==> config.mk <==
export PLATFORM = sky130hd
export DESIGN_NAME = alu_sequencer_flat
export DESIGN_NICKNAME = d
export VERILOG_FILES = /design/src/rtl/alu_sequencer_pkg.sv /design/src/rtl/alu_seq_if.sv /design/src/rtl/alu_seq_strobe_gen.sv /design/src/rtl/alu_sequencer.sv /design/src/flat_wrapper.sv
export SDC_FILE = /design/constraint.sdc
export NUM_CORES = 1
export LEC_CHECK = 0
export CAP_MARGIN = 20
export CORE_MARGIN = 2
export CORE_UTILIZATION = 35
export DETAILED_ROUTE_END_ITERATION = 7
export GPL_ROUTABILITY_DRIVEN = 0
export PLACE_DENSITY = 0.68
export SYNTH_ARGS = -nofsm -noshare
export SYNTH_HDL_FRONTEND = slang
export SYNTH_SLANG_ARGS = --single-unit
==> constraint.sdc <==
create_clock -name clk -period 2.04 [get_ports clk]
set_input_delay 0.408 -clock clk [delete_from_list [all_inputs] [get_ports clk]]
set_output_delay 0.408 -clock clk [all_outputs]
set_load 0.01 [all_outputs]
==> src/rtl/alu_sequencer_pkg.sv <==
// alu_sequencer_pkg: shared widths, flag bit indices, op-byte constants and the sequencer state enum
package alu_sequencer_pkg;
  localparam int BUS_W = 8;
  localparam int FLAG_W = 3;
  localparam int FL_CARRY = 0;
  localparam int FL_LT = 1;
  localparam int FL_Z = 2;
  localparam logic [BUS_W-1:0] OP_ADD = 8'h20;
  localparam logic [BUS_W-1:0] OP_SUB = 8'h60;
  localparam logic [BUS_W-1:0] OP_NAND = 8'h30;
  typedef enum logic [3:0] {
    IDLE, A_SET, A_CAP, B_SET, B_CAP, X_SET, X_CAP, F_CAP, R_SET, R_CAP, DONE
  } state_t;
endpackage

==> src/rtl/alu_seq_if.sv <==
// alu_seq_if: request (start/skip_ab/op/operands), bus (bus_out/bus_oe_n/bus_in), strobes, flags in, status out; master = sequencer
interface alu_seq_if;
  import alu_sequencer_pkg::*;
  logic start, skip_ab;
  logic [BUS_W-1:0] op, operand_a, operand_b, bus_in, bus_out, result;
  logic fl_carry, fl_lt, fl_z;
  logic bus_oe_n, a_r, b_r, o_r, flb_r, fl_r, o_w, a_bus, b_bus, busy, done;
  logic [FLAG_W-1:0] flags;
  modport master (
    input start, skip_ab, op, operand_a, operand_b, bus_in, fl_carry, fl_lt, fl_z,
    output bus_out, bus_oe_n, a_r, b_r, o_r, flb_r, fl_r, o_w, a_bus, b_bus, busy, done, result, flags
  );
  modport slave (
    output start, skip_ab, op, operand_a, operand_b, bus_in, fl_carry, fl_lt, fl_z,
    input bus_out, bus_oe_n, a_r, b_r, o_r, flb_r, fl_r, o_w, a_bus, b_bus, busy, done, result, flags
  );
endinterface

==> src/rtl/alu_seq_strobe_gen.sv <==
// alu_seq_strobe_gen: registers bus/strobe/status outputs from the state being entered (nxt) so they align with state; in: clk, rst, nxt, a, b, op; out: bus and strobes
module alu_seq_strobe_gen
  import alu_sequencer_pkg::*;
(
  input  logic             clk,
  input  logic             rst,
  input  state_t           nxt,
  input  logic [BUS_W-1:0] a,
  input  logic [BUS_W-1:0] b,
  input  logic [BUS_W-1:0] op,
  output logic [BUS_W-1:0] bus_out,
  output logic             bus_oe_n,
  output logic             a_r,
  output logic             b_r,
  output logic             o_r,
  output logic             flb_r,
  output logic             fl_r,
  output logic             o_w,
  output logic             busy,
  output logic             done
);
  always_ff @(posedge clk or posedge rst)
    if (rst) begin
      bus_out <= '0;
      bus_oe_n <= 1'b1;
      {a_r, b_r, o_r, flb_r, fl_r} <= '0;
      o_w <= 1'b1;
      busy <= 1'b0;
      done <= 1'b0;
    end else begin
      bus_out <= (nxt inside {A_SET, A_CAP}) ? a :
                 (nxt inside {B_SET, B_CAP}) ? b :
                 (nxt inside {X_SET, X_CAP}) ? op : '0;
      bus_oe_n <= !(nxt inside {[A_SET:X_CAP]});
      a_r <= nxt == A_CAP;
      b_r <= nxt == B_CAP;
      o_r <= nxt == X_CAP;
      flb_r <= nxt == X_CAP;
      fl_r <= nxt == F_CAP;
      o_w <= !(nxt inside {R_SET, R_CAP});
      busy <= nxt != IDLE;
      done <= nxt == DONE;
    end
endmodule

==> src/rtl/alu_sequencer.sv <==
// alu_sequencer: runs load A/B, execute, flag latch and result readback on start; ports: clk, rst, s (alu_seq_if.master)
module alu_sequencer
  import alu_sequencer_pkg::*;
(
  input logic      clk,
  input logic      rst,
  alu_seq_if.master s
);
  state_t state, nxt;
  logic accept;
  logic [BUS_W-1:0] cap_a, cap_b, cap_op, a_d, b_d, op_d, result;
  logic [FLAG_W-1:0] flags;
  assign accept = state == IDLE && s.start;
  assign a_d = accept ? s.operand_a : cap_a;
  assign b_d = accept ? s.operand_b : cap_b;
  assign op_d = accept ? s.op : cap_op;
  always_ff @(posedge clk or posedge rst)
    if (rst) begin
      state <= IDLE;
      cap_a <= '0;
      cap_b <= '0;
      cap_op <= '0;
      result <= '0;
      flags <= '0;
    end else begin
      state <= nxt;
      cap_a <= a_d;
      cap_b <= b_d;
      cap_op <= op_d;
      if (state == R_CAP) begin
        result <= s.bus_in;
        flags <= {s.fl_z, s.fl_lt, s.fl_carry};
      end
    end
  always_comb begin
    nxt = IDLE;
    unique case (state)
      IDLE:  nxt = accept ? (s.skip_ab ? X_SET : A_SET) : IDLE;
      A_SET: nxt = A_CAP;
      A_CAP: nxt = B_SET;
      B_SET: nxt = B_CAP;
      B_CAP: nxt = X_SET;
      X_SET: nxt = X_CAP;
      X_CAP: nxt = F_CAP;
      F_CAP: nxt = R_SET;
      R_SET: nxt = R_CAP;
      R_CAP: nxt = DONE;
      DONE:  nxt = IDLE;
      default: nxt = IDLE;
    endcase
  end
  alu_seq_strobe_gen u_strobe (
    .clk(clk), .rst(rst), .nxt(nxt), .a(a_d), .b(b_d), .op(op_d),
    .bus_out(s.bus_out), .bus_oe_n(s.bus_oe_n), .a_r(s.a_r), .b_r(s.b_r),
    .o_r(s.o_r), .flb_r(s.flb_r), .fl_r(s.fl_r), .o_w(s.o_w),
    .busy(s.busy), .done(s.done)
  );
  assign s.a_bus = 1'b1;
  assign s.b_bus = 1'b1;
  assign s.result = result;
  assign s.flags = flags;
endmodule

==> src/flat_wrapper.sv <==
// flat-port wrapper written by rule: the top's interface ports become plain ports
module alu_sequencer_flat import alu_sequencer_pkg::*;
  (clk, rst, s_start, s_skip_ab, s_op, s_operand_a, s_operand_b, s_bus_in, s_fl_carry, s_fl_lt, s_fl_z, s_bus_out, s_bus_oe_n, s_a_r, s_b_r, s_o_r, s_flb_r, s_fl_r, s_o_w, s_a_bus, s_b_bus, s_busy, s_done, s_result, s_flags);
  alu_seq_if s_i ();
  input logic clk;
  input logic rst;
  input wire logic [$bits(s_i.start)-1:0] s_start;
  input wire logic [$bits(s_i.skip_ab)-1:0] s_skip_ab;
  input wire logic [$bits(s_i.op)-1:0] s_op;
  input wire logic [$bits(s_i.operand_a)-1:0] s_operand_a;
  input wire logic [$bits(s_i.operand_b)-1:0] s_operand_b;
  input wire logic [$bits(s_i.bus_in)-1:0] s_bus_in;
  input wire logic [$bits(s_i.fl_carry)-1:0] s_fl_carry;
  input wire logic [$bits(s_i.fl_lt)-1:0] s_fl_lt;
  input wire logic [$bits(s_i.fl_z)-1:0] s_fl_z;
  output wire logic [$bits(s_i.bus_out)-1:0] s_bus_out;
  output wire logic [$bits(s_i.bus_oe_n)-1:0] s_bus_oe_n;
  output wire logic [$bits(s_i.a_r)-1:0] s_a_r;
  output wire logic [$bits(s_i.b_r)-1:0] s_b_r;
  output wire logic [$bits(s_i.o_r)-1:0] s_o_r;
  output wire logic [$bits(s_i.flb_r)-1:0] s_flb_r;
  output wire logic [$bits(s_i.fl_r)-1:0] s_fl_r;
  output wire logic [$bits(s_i.o_w)-1:0] s_o_w;
  output wire logic [$bits(s_i.a_bus)-1:0] s_a_bus;
  output wire logic [$bits(s_i.b_bus)-1:0] s_b_bus;
  output wire logic [$bits(s_i.busy)-1:0] s_busy;
  output wire logic [$bits(s_i.done)-1:0] s_done;
  output wire logic [$bits(s_i.result)-1:0] s_result;
  output wire logic [$bits(s_i.flags)-1:0] s_flags;
  assign s_i.start = s_start;
  assign s_i.skip_ab = s_skip_ab;
  assign s_i.op = s_op;
  assign s_i.operand_a = s_operand_a;
  assign s_i.operand_b = s_operand_b;
  assign s_i.bus_in = s_bus_in;
  assign s_i.fl_carry = s_fl_carry;
  assign s_i.fl_lt = s_fl_lt;
  assign s_i.fl_z = s_fl_z;
  assign s_bus_out = s_i.bus_out;
  assign s_bus_oe_n = s_i.bus_oe_n;
  assign s_a_r = s_i.a_r;
  assign s_b_r = s_i.b_r;
  assign s_o_r = s_i.o_r;
  assign s_flb_r = s_i.flb_r;
  assign s_fl_r = s_i.fl_r;
  assign s_o_w = s_i.o_w;
  assign s_a_bus = s_i.a_bus;
  assign s_b_bus = s_i.b_bus;
  assign s_busy = s_i.busy;
  assign s_done = s_i.done;
  assign s_result = s_i.result;
  assign s_flags = s_i.flags;
  alu_sequencer u_core (.clk(clk), .rst(rst), .s(s_i));
endmodule
==> impl_metrics.ini, run 1 <==
[cts]
clkSlewWorstSetupHoldPaths_ps = 90
htreeDepth = 2
post-cts-setup-buffers = 0
numCtsBuffers = 5
tritoncts = yes
ctsResizeCount = 0
cts_sinks = 55
clk_latency_ps = 300
cts_root_buffer = clkbuf_8
cts_hold_buf = 0
clockBufferDepth = 2

[power]
vdd_drop_max_mv = 0.487
leakage_nw = 1.51
p_per_area_nw_per_um2 = 1370

[timing]
setup_viol = 0
min_period_over_period_pct = 90.9
finalSetupTns_ps = 0
fmax_ghz = 0.539
maxSlewViolCount = 0
min_period_ps = 1850
hold_violations = 0
finClkSkew_ps = 8.60
rsz0062_at_grt = false

[logic_synthesis]
yosys.area.top_type = dfrtp_1
yosys-top-cells-count = 53 x dfrtp_1, 18 x mux2_2, 18 x nand2_1, 16 x nand3_1, 9 x or2_2
syn-cell-area_um2 = 2410
synth_ff_type = dfrtp_1
synth_async_sr_flop_share_pct = 100
ys_warn_count = 0
synth_edf_count = 0
synth_seq_cells = 55
netlist.area_leader.share_pct = 55.1
synthCells = 207
avgSynthCellArea_um2 = 11.6
seq_area_frac_synth_pct = 57.3
synth_area_leaders = dfrtp_1 55%, mux2_2 8.4%, a21bo_2 3.3%
ys_types = 34
yosysMostFrequentCell = dfrtp_1

[run]
maxCapViolCount = 0

[worst_setup_path]
crit_path_top_delay_cell = or4b_1
critical_path_required_ps = 2220
worst_ep_arrival_time_ps = 2030
crit_path_max_incr_delay_ps = 560
path_class = input pin to flop
worst_setup_path_start_kind = input pin
worstPathMaxFanout = 8
path_cells = clkdlybuf4s50_1 -> or4b_1 -> buf_4 -> o21ai_2 -> a21bo_2 -> nand3_1
end_kind = flop

[finish]
drive_above_1_share_pct = 25.8
post-route-util_pct = 49.6
synthToLayoutAreaGrowth_pct = 38.4
fin_cells = 363
final_area_um2 = 3330
nets = 322
diodes = 0

[die]
start_util_pct = 35.8
fp.dieArea_um2 = 7560
core-area_um2 = 6720
rows = 30
die_w_um = 86.9
ios = 69
die_h_um = 86.9

[routing]
final_antenna_net_count = 0
drt_iter0_drc = 96
drc = 0
vias_per_cell = 4.85
first_pass_iters = 4
avgRoutedWirePerCell_um = 13.8
wl_um = 5020
vias = 1761

[grt]
antenna_found_initial = 0
grt_pass1_vias = 1752
grt_max_degree = 34
grt.overflow.total = 0
grt.total_usage_pct = 14.4
grt_pass1_wl_um = 8310

[place]
dp_hpwl_um = 3680
place_inst = 356
placed_cell_area_um2 = 3240
port_buffers = 66

[run_status]
status = finished clean

[hold_path]
hold_path.class = input pin to asynchronous set/reset pin
==> report_power, final <==
part           internal [W]  switching, W
clock network      0.000267      0.000327
registers           0.00157      0.000191
logic               0.00115       0.00104
==> per-stage QoR <==
step / setup slack, ps / power (W) / hold WS, ps
after global placement: -121 / 0.00395 / 463
after floorplan: 278 / 0.00309 / 445
final: 186 / 0.00455 / 453
after global routing: 121 / 0.00492 / 467
after CTS: 176 / 0.00462 / 460
after detailed placement: -134 / 0.00401 / 467
==> placed cells by master, fill, tap and decap left out, types with 2 or more instances in the layout <==
cell	instances
a211oi_1	3
a21bo_2	8
a21boi_0	8
a21oi_1	3
and3_1	8
buf_12	2
buf_4	14
clkbuf_8	6
clkdlybuf4s50_1	66
conb_1	2
dfrtp_1	53
dfstp_2	2
inv_1	5
mux2_2	18
nand2_1	18
nand2b_1	3
nand3_1	16
nor2_1	7
o21ai_0	8
o21ai_2	8
or2_2	9
==> logic make-up (layout without fill, tap and decap cells) <==
family	count (synthesis)	after routing	synth area share (%)
and+or+nand+nor	69	69	15.5
DFF	55	55	57.3
AOI/OAI and AO/OA	43	43	13.6
buffers and inverters	20	95	4.52
muxes	19	19	8.89
other	1	2	0.156
==> worst paths after layout <==
| check | start | end | slack (ps) | cells past startpoint |
|---|---|---|---|---|
| setup / recovery | s_start | u_core.u_strobe.bus_out[0] | 190 | 6 |
| hold / removal | rst | u_core.u_strobe.bus_out[5] | 450 | 3 |
| setup reg to reg | u_core.state[3] | u_core.u_strobe.bus_out[0] | 310 | 5 |
| hold reg to reg | u_core.cap_b[7] | u_core.u_strobe.bus_out[7] | 480 | 2 |
| max in group asynchronous | rst | u_core.u_strobe.bus_oe_n | 1330 | 3 |
| min in group clk | u_core.cap_b[7] | u_core.u_strobe.bus_out[7] | 480 | 2 |
==> area by class of cell <==
class | count | area, um^2
clock buffer | 6 | 82.6
tap | 80 | 100
clock inverter | 1 | 5.00
timing repair buffer | 82 | 806
fill | 632 | 3390
multi-input combinational | 133 | 937
inverter | 6 | 22.5
sequential | 55 | 1380
==> flip-flops by register name, summed over array words and instances (netlist names) <==
register / count
u_core.state: 4
u_core.u_strobe.bus_out: 8
u_core.u_strobe.busy: 1
u_core.u_strobe.bus_oe_n: 1
u_core.u_strobe.b_r: 1
u_core.cap_a: 8
u_core.u_strobe.fl_r: 1
u_core.u_strobe.flb_r: 1
u_core.cap_op: 8
u_core.u_strobe.a_r: 1
u_core.s.flags: 3
u_core.u_strobe.done: 1
u_core.cap_b: 8
u_core.u_strobe.o_w: 1
u_core.s.result: 8
==> per-layer routing <==
metal / global-route usage [%] / share of wire, % / vias up
met3: 4.27 / 6.7 / 7
li1: - / - / 864
met4: 4.12 / 1.4 / 0
met2: 22.9 / 45 / 58
met1: 19.1 / 47 / 832
met5: 0 / 0 / -
==> critical path: cells and delay by family <==
family	cells	cell delay, ps
buffers and inverters	2	720
AND/OR/NAND/NOR	2	630
AO/OA/AOI/OAI	2	280
(Power assumes the default switching activity.)
==> run 2, diff against run 1 <==
--- a/config.mk
+++ b/config.mk
@@ -5,12 +5,13 @@
 export SDC_FILE = /design/constraint.sdc
 export NUM_CORES = 1
 export LEC_CHECK = 0
+export ABC_AREA = 1
 export CAP_MARGIN = 20
 export CORE_MARGIN = 2
 export CORE_UTILIZATION = 35
 export DETAILED_ROUTE_END_ITERATION = 7
 export GPL_ROUTABILITY_DRIVEN = 0
-export PLACE_DENSITY = 0.68
+export PLACE_DENSITY = 0.69
 export SYNTH_ARGS = -nofsm -noshare
 export SYNTH_HDL_FRONTEND = slang
 export SYNTH_SLANG_ARGS = --single-unit
==> impl_metrics.ini, run 2 <==
[run_status]
status = finished clean

[worst_setup_path]
cp_top_family = flip-flops
critical_path_required_ps = 1630
end_kind = primary output
path_buf_inv = 1
r2r_slack_ps = 490
worst_ep_arrival_time_ps = 1350
worst_setup_path_start_kind = flop
critical_path_depth = 1
crit_path_max_incr_delay_ps = 530
r2r_cells = 9
crit_path_top_delay_cell = dfstp_2
path_class = flop to primary output
path_cells = clkdlybuf4s50_1
worstPathMaxFanout = 1

[logic_synthesis]
synth_area_leaders = dfrtp_1 59%, nand2_1 13%, nand3_1 6.2%
ys_warn_count = 0
syn-cell-area_um2 = 2260
seq_area_frac_synth_pct = 61.0
yosys-top-cells-count = 76 x nand2_1, 53 x dfrtp_1, 35 x inv_1, 28 x nand3_1, 25 x o21ai_1
netlist.area_leader.share_pct = 58.6
synth_seq_cells = 55
synth_ff_type = dfrtp_1
ys_types = 23
yosys.area.top_type = dfrtp_1
yosysMostFrequentCell = nand2_1
synth_edf_count = 0
synth_async_sr_flop_share_pct = 100
avgSynthCellArea_um2 = 8.98
synthCells = 252

[cts]
post-cts-setup-buffers = 0
cts_sinks = 55
cts_root_buffer = clkbuf_8
clockBufferDepth = 2
numCtsBuffers = 5
htreeDepth = 2
tritoncts = yes
cts_hold_buf = 0
ctsResizeCount = 0
clk_latency_ps = 300
clkSlewWorstSetupHoldPaths_ps = 90

[grt]
antenna_found_initial = 0
grt_pass1_vias = 1749
grt_pass1_wl_um = 8110
use_met1_pct = 18.6
busiest_layer = met2
use_met2_pct = 22.8
grt_max_degree = 56
grt_util_met3_pct = 3.74
grt.overflow.total = 0
grt.total_usage_pct = 14.1

[power]
switchingPower_w = 0.00171
seq_power_share_pct = 40.7
intPower_w = 0.00268
leakage_nw = 1.53
swShare_pct = 39.0
power_frac_clock_pct = 13.1
p_comb_share_pct = 46.2
vdd_drop_max_mv = 0.746
p_per_area_nw_per_um2 = 1430

[finish]
diodes = 0
synthToLayoutAreaGrowth_pct = 36.2
nets = 358
drive_above_1_share_pct = 7.81
post-route-util_pct = 48.8
fillers = 611
final_cell_mix = 76 x nand2_1, 66 x clkdlybuf4s50_1, 53 x dfrtp_1
final_common_cell = nand2_1

[timing]
min_period_over_period_pct = 86.2
rsz0062_at_grt = false
finClkSkew_ps = 7.95
min_period_ps = 1760
fin_ws_ps = 282
fmax_ghz = 0.569
maxSlewViolCount = 0
hold_violations = 0
setup_viol = 0
finalSetupTns_ps = 0

[routing]
avgRoutedWirePerCell_um = 11.6
wl_um = 4620
vias_per_cell = 4.49
drc = 0
vias = 1784
drt_iter0_drc = 141
final_antenna_net_count = 0
first_pass_iters = 4

[place]
dp_hpwl_um = 3280
preCtsSetupSlack_ps = 313
port_buffers = 66

[run]
maxCapViolCount = 0

[die]
die_h_um = 84.4
fp.dieArea_um2 = 7120
core-area_um2 = 6310
start_util_pct = 35.8
die_w_um = 84.4
rows = 29
ios = 69

[hold_path]
hold_path.class = input pin to asynchronous set/reset pin
## run 2: layer usage
metal | up-vias | wire [um]
li1 | 914 | -
met1 | 819 | 2060
met2 | 47 | 2270
met3 | 4 | 243
met4 | 0 | 43
met5 | - | 0
## run 2: worst paths after layout
path | from | end
setup reg to reg | u_core.state[1] | u_core.u_strobe.bus_oe_n
setup / recovery | u_core.u_strobe.o_w | s_o_w
hold / removal | rst | u_core.cap_b[5]
min in group clk | u_core.s.flags[1] | u_core.s.flags[1]
hold reg to reg | u_core.s.flags[1] | u_core.s.flags[1]
max in group asynchronous | rst | u_core.u_strobe.bus_oe_n
## run 2: cell type report
type,count,area [um^2],share of cell area (%)
tap,77,96.3,3.13
sequential,55,1380,44.7
clock inverter,3,20.0,0.650
timing repair buffer,70,703,22.8
clock buffer,5,68.8,2.23
multi-input combinational,150,676,21.9
inverter,37,139,4.51
## run 2: kinds of logic (layout without fill, tap and decap cells)
| group | Yosys count | count (layout) | synth area share, % |
|---|---|---|---|
| and+or+nand+nor | 120 | 120 | 23.1 |
| other | 1 | 2 | 0.166 |
| buffers and inverters | 48 | 115 | 9.35 |
| AOI/OAI and AO/OA | 28 | 28 | 6.47 |
| DFF | 55 | 55 | 61.0 |
## run 2: metrics by stage
step	std cells	total power, W	instance area (um^2)	hold WS, ps
6_report	397	0.00439	3080	463
5_1_grt	397	0.00477	3080	491
3_3_place_gp	389	0.00381	2990	456
2_1_floorplan	253	0.00308	2270	464
3_5_place_dp	389	0.00386	2990	461
4_1_cts	397	0.00445	3080	480
## run 2: power by group through the flow
stage | Combinational (W) | Clock [W] | Sequential [W]
after floorplan | 0.00120 | 0 | 0.00189
after global placement | 0.00200 | 0 | 0.00181
after detailed placement | 0.00205 | 0 | 0.00181
after CTS | 0.00205 | 0.000604 | 0.00179
after global routing | 0.00229 | 0.000640 | 0.00184
final | 0.00203 | 0.000575 | 0.00179
